==> src/rtl/ifetch_unit_pkg.sv <==
// Shared definitions for the instruction fetch unit: FSM state encoding,
// instruction field positions and the HALT opcode.
package ifetch_unit_pkg;

  // FSM state encoding
  localparam logic [2:0] S_IDLE  = 3'd0;
  localparam logic [2:0] S_FETCH = 3'd1;
  localparam logic [2:0] S_VALID = 3'd2;
  localparam logic [2:0] S_FLUSH = 3'd3;
  localparam logic [2:0] S_HALT  = 3'd4;

  // Instruction field positions (msb/lsb)
  localparam int OPC_MSB = 15;
  localparam int OPC_LSB = 12;
  localparam int RS_MSB  = 11;
  localparam int RS_LSB  = 9;
  localparam int RT_MSB  = 8;
  localparam int RT_LSB  = 6;
  localparam int RD_MSB  = 5;
  localparam int RD_LSB  = 3;
  localparam int IMM_MSB = 2;
  localparam int IMM_LSB = 0;

  localparam logic [3:0] OP_HALT = 4'hF;

  // Opcode field of an instruction word
  function automatic logic [3:0] get_opcode(input logic [15:0] instr);
    return instr[OPC_MSB:OPC_LSB];
  endfunction

  // Immediate field of an instruction word
  function automatic logic [2:0] get_imm3(input logic [15:0] instr);
    return instr[IMM_MSB:IMM_LSB];
  endfunction

endpackage

==> src/rtl/ifetch_unit.sv <==
// Instruction fetch unit: requests words from instruction memory, holds one
// instruction for decode, and handles redirects, flushes and HALT.
// Latency: id_valid rises the cycle after imem_ack; outputs are Moore.
// Backpressure: the held instruction stays stable while id_ready is low.
module ifetch_unit
  import ifetch_unit_pkg::*;
#(
  parameter logic [7:0] RESET_PC = 8'h00
) (
  input  logic        clk,
  input  logic        reset_n,
  output logic        imem_req,
  output logic [7:0]  imem_addr,
  input  logic        imem_ack,
  input  logic [15:0] imem_rdata,
  output logic        id_valid,
  input  logic        id_ready,
  output logic [15:0] id_instr,
  output logic [7:0]  id_pc,
  output logic [2:0]  id_imm3,
  input  logic        redirect,
  input  logic [7:0]  redirect_target,
  output logic        halted
);

  logic [2:0]  state_q, state_d;
  logic [7:0]  pc_q, pc_d;
  logic [7:0]  req_addr_q, req_addr_d;
  logic [15:0] ir_q, ir_d;
  logic [7:0]  id_pc_q, id_pc_d;

  // Next-state logic for the FSM, PC, request address and instruction register
  always_comb begin
    state_d    = state_q;
    pc_d       = pc_q;
    req_addr_d = req_addr_q;
    ir_d       = ir_q;
    id_pc_d    = id_pc_q;
    case (state_q)
      S_IDLE: begin
        state_d = S_FETCH;
        if (redirect) begin
          pc_d       = redirect_target;
          req_addr_d = redirect_target;
        end
      end
      S_FETCH: begin
        if (redirect && imem_ack) begin
          // Returning word belongs to the old path: drop it, refetch at target
          pc_d       = redirect_target;
          req_addr_d = redirect_target;
        end else if (redirect) begin
          // Request still in flight: keep it stable, remember where to go next
          pc_d    = redirect_target;
          state_d = S_FLUSH;
        end else if (imem_ack) begin
          ir_d    = imem_rdata;
          id_pc_d = req_addr_q;
          pc_d    = req_addr_q + 8'd1;
          state_d = S_VALID;
        end
      end
      S_VALID: begin
        if (redirect) begin
          pc_d       = redirect_target;
          req_addr_d = redirect_target;
          state_d    = S_FETCH;
        end else if (id_ready) begin
          if (get_opcode(ir_q) == OP_HALT) begin
            state_d = S_HALT;
          end else begin
            req_addr_d = pc_q;
            state_d    = S_FETCH;
          end
        end
      end
      S_FLUSH: begin
        if (redirect) begin
          pc_d = redirect_target;
        end
        if (imem_ack) begin
          // Stale word discarded; next request goes to the latest target
          req_addr_d = pc_d;
          state_d    = S_FETCH;
        end
      end
      S_HALT: begin
        if (redirect) begin
          pc_d       = redirect_target;
          req_addr_d = redirect_target;
          state_d    = S_FETCH;
        end
      end
      default: begin
        state_d = S_IDLE;
      end
    endcase
  end

  // State registers with asynchronous active-low reset
  always_ff @(posedge clk or negedge reset_n) begin
    if (!reset_n) begin
      state_q    <= S_IDLE;
      pc_q       <= RESET_PC;
      req_addr_q <= RESET_PC;
      ir_q       <= 16'h0000;
      id_pc_q    <= 8'h00;
    end else begin
      state_q    <= state_d;
      pc_q       <= pc_d;
      req_addr_q <= req_addr_d;
      ir_q       <= ir_d;
      id_pc_q    <= id_pc_d;
    end
  end

  // Moore outputs decoded from registers only
  always_comb begin
    imem_req  = (state_q == S_FETCH) || (state_q == S_FLUSH);
    imem_addr = req_addr_q;
    id_valid  = (state_q == S_VALID);
    halted    = (state_q == S_HALT);
    id_instr  = ir_q;
    id_pc     = id_pc_q;
    id_imm3   = get_imm3(ir_q);
  end

endmodule

==> config.mk <==
export PLATFORM = sky130hd
export DESIGN_NAME = ifetch_unit
export DESIGN_NICKNAME = d
export VERILOG_FILES = /design/src/rtl/ifetch_unit_pkg.sv /design/src/rtl/ifetch_unit.sv
export SDC_FILE = /design/constraint.sdc
export NUM_CORES = 1
export LEC_CHECK = 0
export ABC_AREA = 1
export ABC_CLOCK_PERIOD_IN_PS = 2090
export CORE_MARGIN = 3
export CORE_UTILIZATION = 40
export CTS_CLUSTER_DIAMETER = 150
export DETAILED_ROUTE_END_ITERATION = 10
export PLACE_DENSITY_LB_ADDON = 0.3
export SYNTH_ARGS = -nofsm -noshare
export SYNTH_HDL_FRONTEND = slang
export SYNTH_SLANG_ARGS = --single-unit
==> constraint.sdc <==
create_clock -name clk -period 2.09 [get_ports clk]
set_input_delay 0.209 -clock clk [delete_from_list [all_inputs] [get_ports clk]]
set_output_delay 0.209 -clock clk [all_outputs]
set_load 0.03 [all_outputs]
==> metrics.md <==
| Metric | Value |
|---|---|
| Delay contributed by the slowest stage of the critical path | `~0.67 ns` |
| X dimension of the die | `approximately 83 um` |
| Worst Path Required | `roughly 1.9 ns` |
| Core area | `around 5600 um^2` |
| Proportion of total power due to net switching | `46.1%` |
| Share of power burned in combinational logic | `between 50% and 60%` |
| Worst ir drop on vdd | `roughly 0.75 mV` |
| Worst-path maximum fanout | `6` |
| Top cells by instance count after synthesis | `sky130_fd_sc_hd__nand2_1 (108), sky130_fd_sc_hd__dfrtp_1 (43), sky130_fd_sc_hd__inv_1 (36)` |
| Cell internal power dissipation | `between 2000 and 3000 uW` |
| Distinct cells, synth | `27` |
| Placement Cell Area | `between 3000 and 4000 um^2` |
| Synth area leaders | `sky130_fd_sc_hd__dfrtp_1 (46%), sky130_fd_sc_hd__nand2_1 (17%), sky130_fd_sc_hd__o21ai_1 (7.0%), sky130_fd_sc_hd__inv_1 (5.7%), sky130_fd_sc_hd__nand3_1 (4.0%)` |
| Pin count of the biggest net entering global routing | `49` |
| Path type of the worst min-delay path | `in2async` |
| Post-detailed-route DRC marker count | `0` |
| Synthesized area per cell | `around 7.4 um^2` |
| Vias in the first global route | `~2100` |
| Die Footprint | `roughly 7000 um^2` |
| Sequential Power Share | `between 30% and 40%` |
| Starting DRT DRC Count | `approximately 120` |
| Post-route ant nets | `0` |
| Leakage component of the power | `about 0.0016 uW` |
| CP delay by family, top | `buffers and inverters` |
| Net load switching power | `between 2000 and 2500 uW` |
| Initial standard-cell utilization of the core | `~42%` |
| Routed wire length | `5470 um` |
| Number of hold violations in the final report | `0` |
| Transition time of the tightest slew-check pin | `roughly 0.46 ns` |
| Routed vias | `about 2200` |
| Summed instance area of the synthesized netlist | `2360 um^2` |
| # Max-Cap Violations | `0` |
| Library cell used as clock root buffer | `sky130_fd_sc_hd__clkbuf_8` |
| Final worst path period need | `1.82 ns` |
| Clock insertion delay at the later pin of the skew report | `roughly 0.29 ns` |
| Post-Syn Nets | `about 350` |
| Final worst clock skew | `just over 0.005 ns` |
| Start point of the critical path | `state_q[0]` |
| Number of enable flip-flop cells after synthesis | `0` |
| Relative max-transition margin | `around 69%` |
| Max clock buf depth | `2` |
| Run status | `complete, no violations` |
| Library cell occupying the most area in the post-synthesis netlist | `sky130_fd_sc_hd__dfrtp_1` |
| Wirelength per Cell | `11.9 um` |
| Post-synth top area share | `45.6%` |
| Cell area after layout | `between 3000 and 4000 um^2` |
| Critical path endpoint category | `primary output` |
| Sequential fraction of the synthesis area | `a little under half` |
| Mapped Cells | `~320` |
| Final Hold Slack | `about 0.40 ns` |
| CTS tree | `done` |
| Kind of critical path | `reg2out` |
| Final RePlAce weighted congestion | `0.830` |
| Setup crit start kind | `flop` |
| Overflow left after global routing | `0` |
| Overall die height | `82.9 um` |
| Number of antenna violations at the first check in global routing | `0` |
| Fmax | `about 550 MHz` |
| Cell chain of the critical path | `inv_2, nor2_2, clkdlybuf4s50_1` |
| Net total in the final layout | `approximately 420` |
| Unrepaired setup endpoints after global routing | `no` |
| Worst path buffer plus inverter count | `2` |
| Clock slew at reported path FFs | `0.08 ns` |
| Number of input and output port buffers inserted | `between 60 and 70` |
| Wire length of the first global-routing pass | `about 9500 um` |
| Fraction of synthesis flops using an asynchronous set or reset pin | `between 90% and 100%` |
| Number of standard-cell rows in the floorplan | `27` |
| Ratio of routed vias to standard cells | `just under 5` |
| Cell type of the slowest stage on the worst timing path | `sky130_fd_sc_hd__clkdlybuf4s50_1` |
| Fraction of final layout cells sized beyond drive strength 1 | `8.74%` |
| Syn. warnings | `0` |
| Post-route worst setup slack | `0.270 ns` |
| Area growth, synth to finish | `35.5%` |
| Final-layout fill cell count | `510` |
| Critical path data arrival time | `~1.6 ns` |
| Flops & latches, synth | `43` |
| RR Startpoint | `state_q[0]` |
| Dominant register cell in the synthesized netlist | `sky130_fd_sc_hd__dfrtp_1` |
| Number of sinks handled by clock tree synthesis | `43` |
| Inserted Clock Buffers | `5` |
| Areal power density over the cells | `1560 nW/um^2` |
| Share of total power in the clock network | `between 10 and 15%` |
| Total setup violations reported at the end of the flow | `0` |
| I/O pin count | `67` |
| Most repeated cell in the gate-level netlist after synthesis | `sky130_fd_sc_hd__nand2_1` |
| Overall routing resource usage | `~17%` |
| First-pass iteration count of the detailed router | `6` |
| Detailed placer's ending HPWL | `~4200 um` |
| Pre-CTS worst setup slack | `about 0.35 ns` |
| Antenna Cells | `0` |
| Count of pins over their slew limit | `0` |
| Period utilization | `between 80% and 90%` |
| Setup_tns | `0 ns` |
| H-Tree Level Count | `2` |
## kinds of logic after synthesis
| logic type | Yosys count | synth area share [%] |
|---|---|---|
| flip-flops | 43 | 45.6 |
| XOR/XNOR | 1 | 0.371 |
| AO/OA/AOI/OAI | 62 | 13.6 |
| buffers and inverters | 56 | 10.9 |
| adder cells (fa/ha/maj) | 1 | 0.530 |
| AND/OR/NAND/NOR | 158 | 29.0 |
## sequential cells by signal (all words and copies together), names as in the netlist
signal	cells
id_instr	16
id_pc	8
imem_addr	8
pc_q	8
state_q	3
## area by class of cell
cell class	count	area, um^2	share of cell area (%)
Clock buffer	5	68.8	2.15
Inverter	42	158	4.93
Timing Repair Buffer	74	736	23.0
Tap cell	72	90.1	2.81
Clock inverter	3	43.8	1.37
Sequential cell	43	1080	33.6
Multi-Input combinational cell	222	1030	32.1
## metal layers
layer  GRT usage (%)  wire length, um
met1            22.2             2520
met2            26.1             2440
met3            4.76              451
met4            4.61               59
met5               0                0
## power by group through the flow
stage	Sequential, uW	Clock (uW)	Combinational, uW
2_1_floorplan	2060	0	1290
6_report	1530	637	2810
3_3_place_gp	1530	0	2780
3_5_place_dp	1550	0	2830
4_1_cts	1530	664	2840
5_1_grt	1590	705	3090
## stage by stage
stage               total power, uW  utilization (%)  std cells
finish                         4980             57.1        461
global route                   5380             57.1        461
CTS                            5030             57.0        461
detailed placement             4370             54.8        452
global placement               4310             54.8        452
floorplan                      3350                -        321
## cells in the final DEF (no fill, tap or decap), types with 2 or more instances in the layout
cell | netlist | routed
sky130_fd_sc_hd__clkdlybuf4s50_1 | 0 | 63
sky130_fd_sc_hd__o21ai_1 | 33 | 33
sky130_fd_sc_hd__a31oi_1 | 2 | 2
sky130_fd_sc_hd__nor2_1 | 18 | 18
sky130_fd_sc_hd__buf_4 | 3 | 6
sky130_fd_sc_hd__a21oi_1 | 7 | 7
sky130_fd_sc_hd__dlymetal6s2s_1 | 0 | 2
sky130_fd_sc_hd__inv_2 | 6 | 6
sky130_fd_sc_hd__nand2_2 | 3 | 3
sky130_fd_sc_hd__o21ai_0 | 17 | 17
sky130_fd_sc_hd__nor2_2 | 3 | 3
sky130_fd_sc_hd__nand3_2 | 2 | 2
sky130_fd_sc_hd__inv_1 | 36 | 36
sky130_fd_sc_hd__dfrtp_1 | 43 | 43
sky130_fd_sc_hd__clkbuf_8 | 0 | 5
sky130_fd_sc_hd__nand3_1 | 19 | 19
sky130_fd_sc_hd__nand2_1 | 108 | 108
## path summary, 6_finish.rpt
path | end | slack (ns) | cells after the start
worst max-delay path | imem_req | 0.27 | 3
worst min-delay path | id_instr[10] | 0.40 | 2
worst max register to register | imem_addr[7] | 0.64 | 6
worst min register to register | pc_q[7] | 0.49 | 2
max in group asynchronous | imem_addr[5] | 1.12 | 3
min in group clk | id_instr[10] | 0.46 | 3
## timing repair
action                                 in CTS  in global routing
hold buffers                                1                  0
endpoints found under the hold margin      20                  0
setup endpoints to repair                   0                  2
buffers inserted                            0                  0
resized for setup                           0                  2
(Power assumes the default switching activity.)
